## src/rtl/inst_fetch_responder.sv

```systemverilog
// inst_fetch_responder: multi-cycle instruction memory responder for the fetch stage.
// Accepts one fetch at a time and returns the word LATENCY cycles later with a one-cycle
// valid pulse. A taken branch can abort an in-flight fetch. A side load port fills program
// memory independently of the fetch state machine.
// Optional statistics counters are built when the macro IFR_STATS_EN is defined.
module inst_fetch_responder #(
    parameter int DEPTH_WORDS = 64,
    parameter int LATENCY     = 2
) (
    input  logic        clk,
    input  logic        rst,
    input  logic        req,
    input  logic [31:0] addr,
    input  logic        abort,
    output logic        ready,
    output logic        valid,
    output logic [31:0] inst,
    output logic        err,
    input  logic        load_en,
    input  logic [31:0] load_addr,
    input  logic [31:0] load_data,
    output logic [15:0] fetch_count,
    output logic [15:0] abort_count
);
    localparam int AW = $clog2(DEPTH_WORDS);
    localparam logic [2:0] CNT_START = (LATENCY > 1) ? 3'(LATENCY - 2) : 3'd0;

    typedef enum logic [1:0] {IDLE, WAIT, RESP} state_t;

    state_t      state;
    logic [2:0]  cnt;
    logic [29:0] areg;
    logic [31:0] mem [DEPTH_WORDS];

    logic        accept;
    logic [29:0] rd_idx;
    logic        rd_oor;
    logic [31:0] rd_word;
    logic        unused_bits;

    // Byte-offset bits and load address bits beyond the memory depth carry no meaning here
    assign unused_bits = &{1'b0, addr[1:0], load_addr[1:0], load_addr[31:AW+2]};

    // Handshake outputs are pure state decodes so there is no input-to-output path
    assign ready = (state != WAIT);
    assign valid = (state == RESP);

    // Accept qualification and the word read at RESP entry; a WAIT exit reads the latched
    // address, a single-cycle fetch reads the address presented on the accept edge
    always_comb begin
        accept  = req && !abort && (state != WAIT);
        rd_idx  = (state == WAIT) ? areg : addr[31:2];
        rd_oor  = (rd_idx >= 30'(DEPTH_WORDS));
        rd_word = rd_oor ? 32'h0000_0000 : mem[rd_idx[AW-1:0]];
    end

    // Fetch state machine with registered response data; abort wins over every other action
    always_ff @(posedge clk or posedge rst) begin
        if (rst) begin
            state <= IDLE;
            cnt   <= 3'd0;
            areg  <= 30'd0;
            inst  <= 32'h0000_0000;
            err   <= 1'b0;
        end else begin
            case (state)
                WAIT: begin
                    if (abort) begin
                        state <= IDLE;
                    end else if (cnt == 3'd0) begin
                        state <= RESP;
                        inst  <= rd_word;
                        err   <= rd_oor;
                    end else begin
                        cnt <= cnt - 3'd1;
                    end
                end
                default: begin
                    if (accept) begin
                        areg <= addr[31:2];
                        if (LATENCY == 1) begin
                            state <= RESP;
                            inst  <= rd_word;
                            err   <= rd_oor;
                        end else begin
                            cnt   <= CNT_START;
                            state <= WAIT;
                        end
                    end else begin
                        state <= IDLE;
                    end
                end
            endcase
        end
    end

    // Program memory load; the read above sees the pre-write contents on a colliding edge
    always_ff @(posedge clk) begin
        if (load_en) begin
            mem[load_addr[AW+1:2]] <= load_data;
        end
    end

`ifdef IFR_STATS_EN
    logic [15:0] fcnt;
    logic [15:0] acnt;

    // Completed-fetch and aborted-fetch counters, free-running and wrapping at 16 bits
    always_ff @(posedge clk or posedge rst) begin
        if (rst) begin
            fcnt <= 16'd0;
            acnt <= 16'd0;
        end else begin
            if (state == RESP) begin
                fcnt <= fcnt + 16'd1;
            end
            if ((state == WAIT) && abort) begin
                acnt <= acnt + 16'd1;
            end
        end
    end

    assign fetch_count = fcnt;
    assign abort_count = acnt;
`else
    assign fetch_count = 16'd0;
    assign abort_count = 16'd0;
`endif

endmodule

```

## config.mk

```make
export PLATFORM = sky130hd
export DESIGN_NAME = inst_fetch_responder
export DESIGN_NICKNAME = d
export VERILOG_FILES = /design/src/rtl/inst_fetch_responder.sv
export SDC_FILE = /design/constraint.sdc
export NUM_CORES = 2
export LEC_CHECK = 0
export CAP_MARGIN = 40
export CORE_MARGIN = 3
export CORE_UTILIZATION = 37
export CTS_BUF_LIST = sky130_fd_sc_hd__clkbuf_16
export DETAILED_ROUTE_END_ITERATION = 6
export HOLD_SLACK_MARGIN = 0.06
export PLACE_DENSITY = 0.66
export REMOVE_ABC_BUFFERS = 1
export SLEW_MARGIN = 20
export SYNTH_ARGS = -nofsm -noshare
export SYNTH_HDL_FRONTEND = slang
export SYNTH_SLANG_ARGS = --single-unit
```

## constraint.sdc

```tcl
create_clock -name clk -period 2.6 [get_ports clk]
set_input_delay 0.52 -clock clk [delete_from_list [all_inputs] [get_ports clk]]
set_output_delay 0.52 -clock clk [all_outputs]
set_load 0.1 [all_outputs]
```

==> results.md <==
- Status: finished with violations
- Failing checks: setup timing
- Synth warn: 0
- Final net count: 6144
- Yosys top cell by area: edfxtp_1
- # IOs: 168
- WP data arrival: 3890 ps
- Crit Path Max Fanout: 7
- Rel. slew slack: 0.426
- FMAX: 317 MHz
- Total core area: 221000 sq um
- Async SR Flop Fraction: 0.0321
- Nature of the critical path endpoint: flop
- Distinct cells, synth: 68
- Grt total ovfl: 0
- Setup_tns: -15250 ps
- Post-synthesis sequential area ratio: 0.766
- Inst Count DP: 8686
- Clk sinks: 2116
- Vias: 53100
- GRT Util Overall: 0.226
- GR Util met1: 0.311
- PnR worst setup slack: -553 ps
- Critical Path Source Type: flop
- Final ANT Viol Nets: 0
- CP Class: reg2reg
- Synth top area share: 0.745
- Post-Syn Area: 82500 sq um
- Period minus WS final: 3150 ps
- Inserted Clock Buffers: 208
- Register Area: 63200 sq um
- Synth Area per Inst: 16.0 sq um
- PD cells: 845 nW/um^2
- Worst VDD drop: 666 uV
- Main synth FF type: edfxtp_1
- H-tree depth: 4
- # DRC: 0
- Via-per-instance ratio: 5.78
- Fillers: 18300
- RSZ-0062 raised after global routing: true
- Multi-input gate area: 19300 sq um
- Num rows: 172
- Die width: 478 um
- Final Setup Violations: 33
- Initial antenna violation count: 20
- CTS tree: built
- CP required: 3340 ps
- Yosys reg bits: 2116
- Synth area leaders: edfxtp_1 (75%), nand2_1 (4.6%), mux4_2 (3.8%)
- Final WL: 266 mm
- Count of input and output buffers: 107
- Pre-CTS WS: -1030 ps
- Clock root cell: clkbuf_16
- Hold Path Class: in2reg
- Routability cong.: 0.898
- Initial Utilization: 0.374
- DP Wirelength: 163 mm
- Layout cells sized above 1: 0.272
- Skew final: 65.5 ps
- Die Area: 229000 sq um
- Final std cells w/o fill: 9181
- Initial DRC count: 8700
- First-pass GRT wire length: 375 mm
- Chip height: 478 um
- GR Layer Usage met3: 0.0525
- Util after Layout: 0.474
- Leakage: 35.8 nW
- Commonest non-fill, non-tap cell in the layout: edfxtp_1
- Number of global-route vias before repair: 51400
- Routed length per instance: 29.0 um
- Worst-Skew Late Latency: 880 ps
- Worst-path clk slew: 60 ps
- Clk buf depth: 3
- Largest net degree at the start of global routing: 69
- GR Util met2: 0.344
- DRT Pass-1 Iters: 6
- Final count of hold timing violations: 0
- Max Cap Viol: 0
- Most frequent cells in the layout: edfxtp_1 (2048), nand2_1 (1005), buf_4 (563)
- Worst slew pin tran: 861 ps
- EDFF count, synth: 2048
- Layout area overhead: 26.7%
- Final slew viol count: 0
- Post-synthesis cell count: 5175
- Fin crit share: 1.21
- Most Crowded Layer GR: met2
[power breakdown]
| group | leakage [nW] | total, W | switching (W) | internal [W] |
|---|---|---|---|---|
| Combinational | 13.0 | 0.0207 | 0.0119 | 0.00883 |
| Clock | 3.46 | 0.0298 | 0.0132 | 0.0166 |
| Sequential | 19.3 | 0.0379 | 0.000171 | 0.0378 |
| Total | 35.8 | 0.0884 | 0.0253 | 0.0632 |
[stage by stage]
stage | instance area, sq um | hold WS [ps] | total power [W]
floorplan | 80900 | 472 | 0.0464
global placement | 94800 | 485 | 0.0560
detailed placement | 94800 | 497 | 0.0562
CTS | 103000 | 69.7 | 0.0873
global route | 105000 | 97.6 | 0.0910
finish | 105000 | 131 | 0.0884
[sequential cells by signal, summed over array words and instances (netlist names)]
| register | flops |
|---|---|
| areg | 30 |
| mem | 2048 |
| inst | 32 |
| err | 1 |
| state | 2 |
| cnt | 3 |
[critical path: stages, from the launching register on]
cell and delay, ps:
dfrtp_1 390, buf_6 130, and3b_2 220, a21o_4 210, buf_12 150, buf_8 130
buf_12 150, buf_12 160, buf_8 140, nor2_4 150, buf_6 160, buf_12 130
nand3_1 70, nand4_1 230, o31ai_1 100, or4_1 460
[metal layers]
layer / share of wire / vias to the layer above
met5: 0.00024 / -
met4: 0.045 / 12
met3: 0.13 / 532
met2: 0.45 / 3735
met1: 0.37 / 26900
li1: - / 21900
[kinds of logic (layout without fill, tap and decap cells)]
family                     Yosys count  in the layout  share of synthesized area
DFF                               2116           2116                      0.766
and+or+nand+nor                   1570           1570                     0.0806
AOI/OAI and AO/OA                  683            683                     0.0601
buffers and inverters              411           1423                     0.0238
muxes                              392            392                     0.0695
adders and majority gates            2              2                   0.000303
other                                1             37                  0.0000454
[cells in the mapped netlist (21+ instances only)]
cell type,count
a22oi_1,45
mux4_2,141
nand4_1,55
mux2i_1,210
dfrtp_1,68
buf_2,116
buf_4,40
nand3_1,296
a221oi_1,21
o211ai_1,23
a31oi_1,118
nor2_1,121
a32oi_1,62
buf_1,33
o21ai_0,39
mux2_2,41
edfxtp_1,2048
nand2_1,1008
a21oi_1,94
a211oi_1,106
inv_1,57
nor3_1,24
clkbuf_1,147
a311oi_1,41
[layout make-up]
class,instances,area share
antenna,5,0.000120
clock buffer,208,0.0497
clock inverter,179,0.0154
inverter,58,0.00215
multi-input combinational,2679,0.184
sequential,2116,0.604
tap,2958,0.0354
timing repair buffer,978,0.109
[worst paths after layout]
path,startpoint,cells past startpoint,slack [ps],to
max,state[0],15,-550,inst[13]
min,load_data[17],1,130,mem[24][17]
max reg2reg,state[0],15,-550,inst[13]
min reg2reg,areg[28],1,510,areg[28]
max in group asynchronous,rst,3,2030,inst[8]
min in group asynchronous,rst,3,140,inst[31]
[what timing repair did]
action,4_1_cts,5_1_grt
endpoints found under the setup margin,33,33
resized for setup,217,126
gates cloned,11,11
setup buffers,56,34
hold endpoints to repair,8,0
pin swaps,67,61
hold buffers,1,0
No activity file was read; power rests on OpenSTA's default activity.
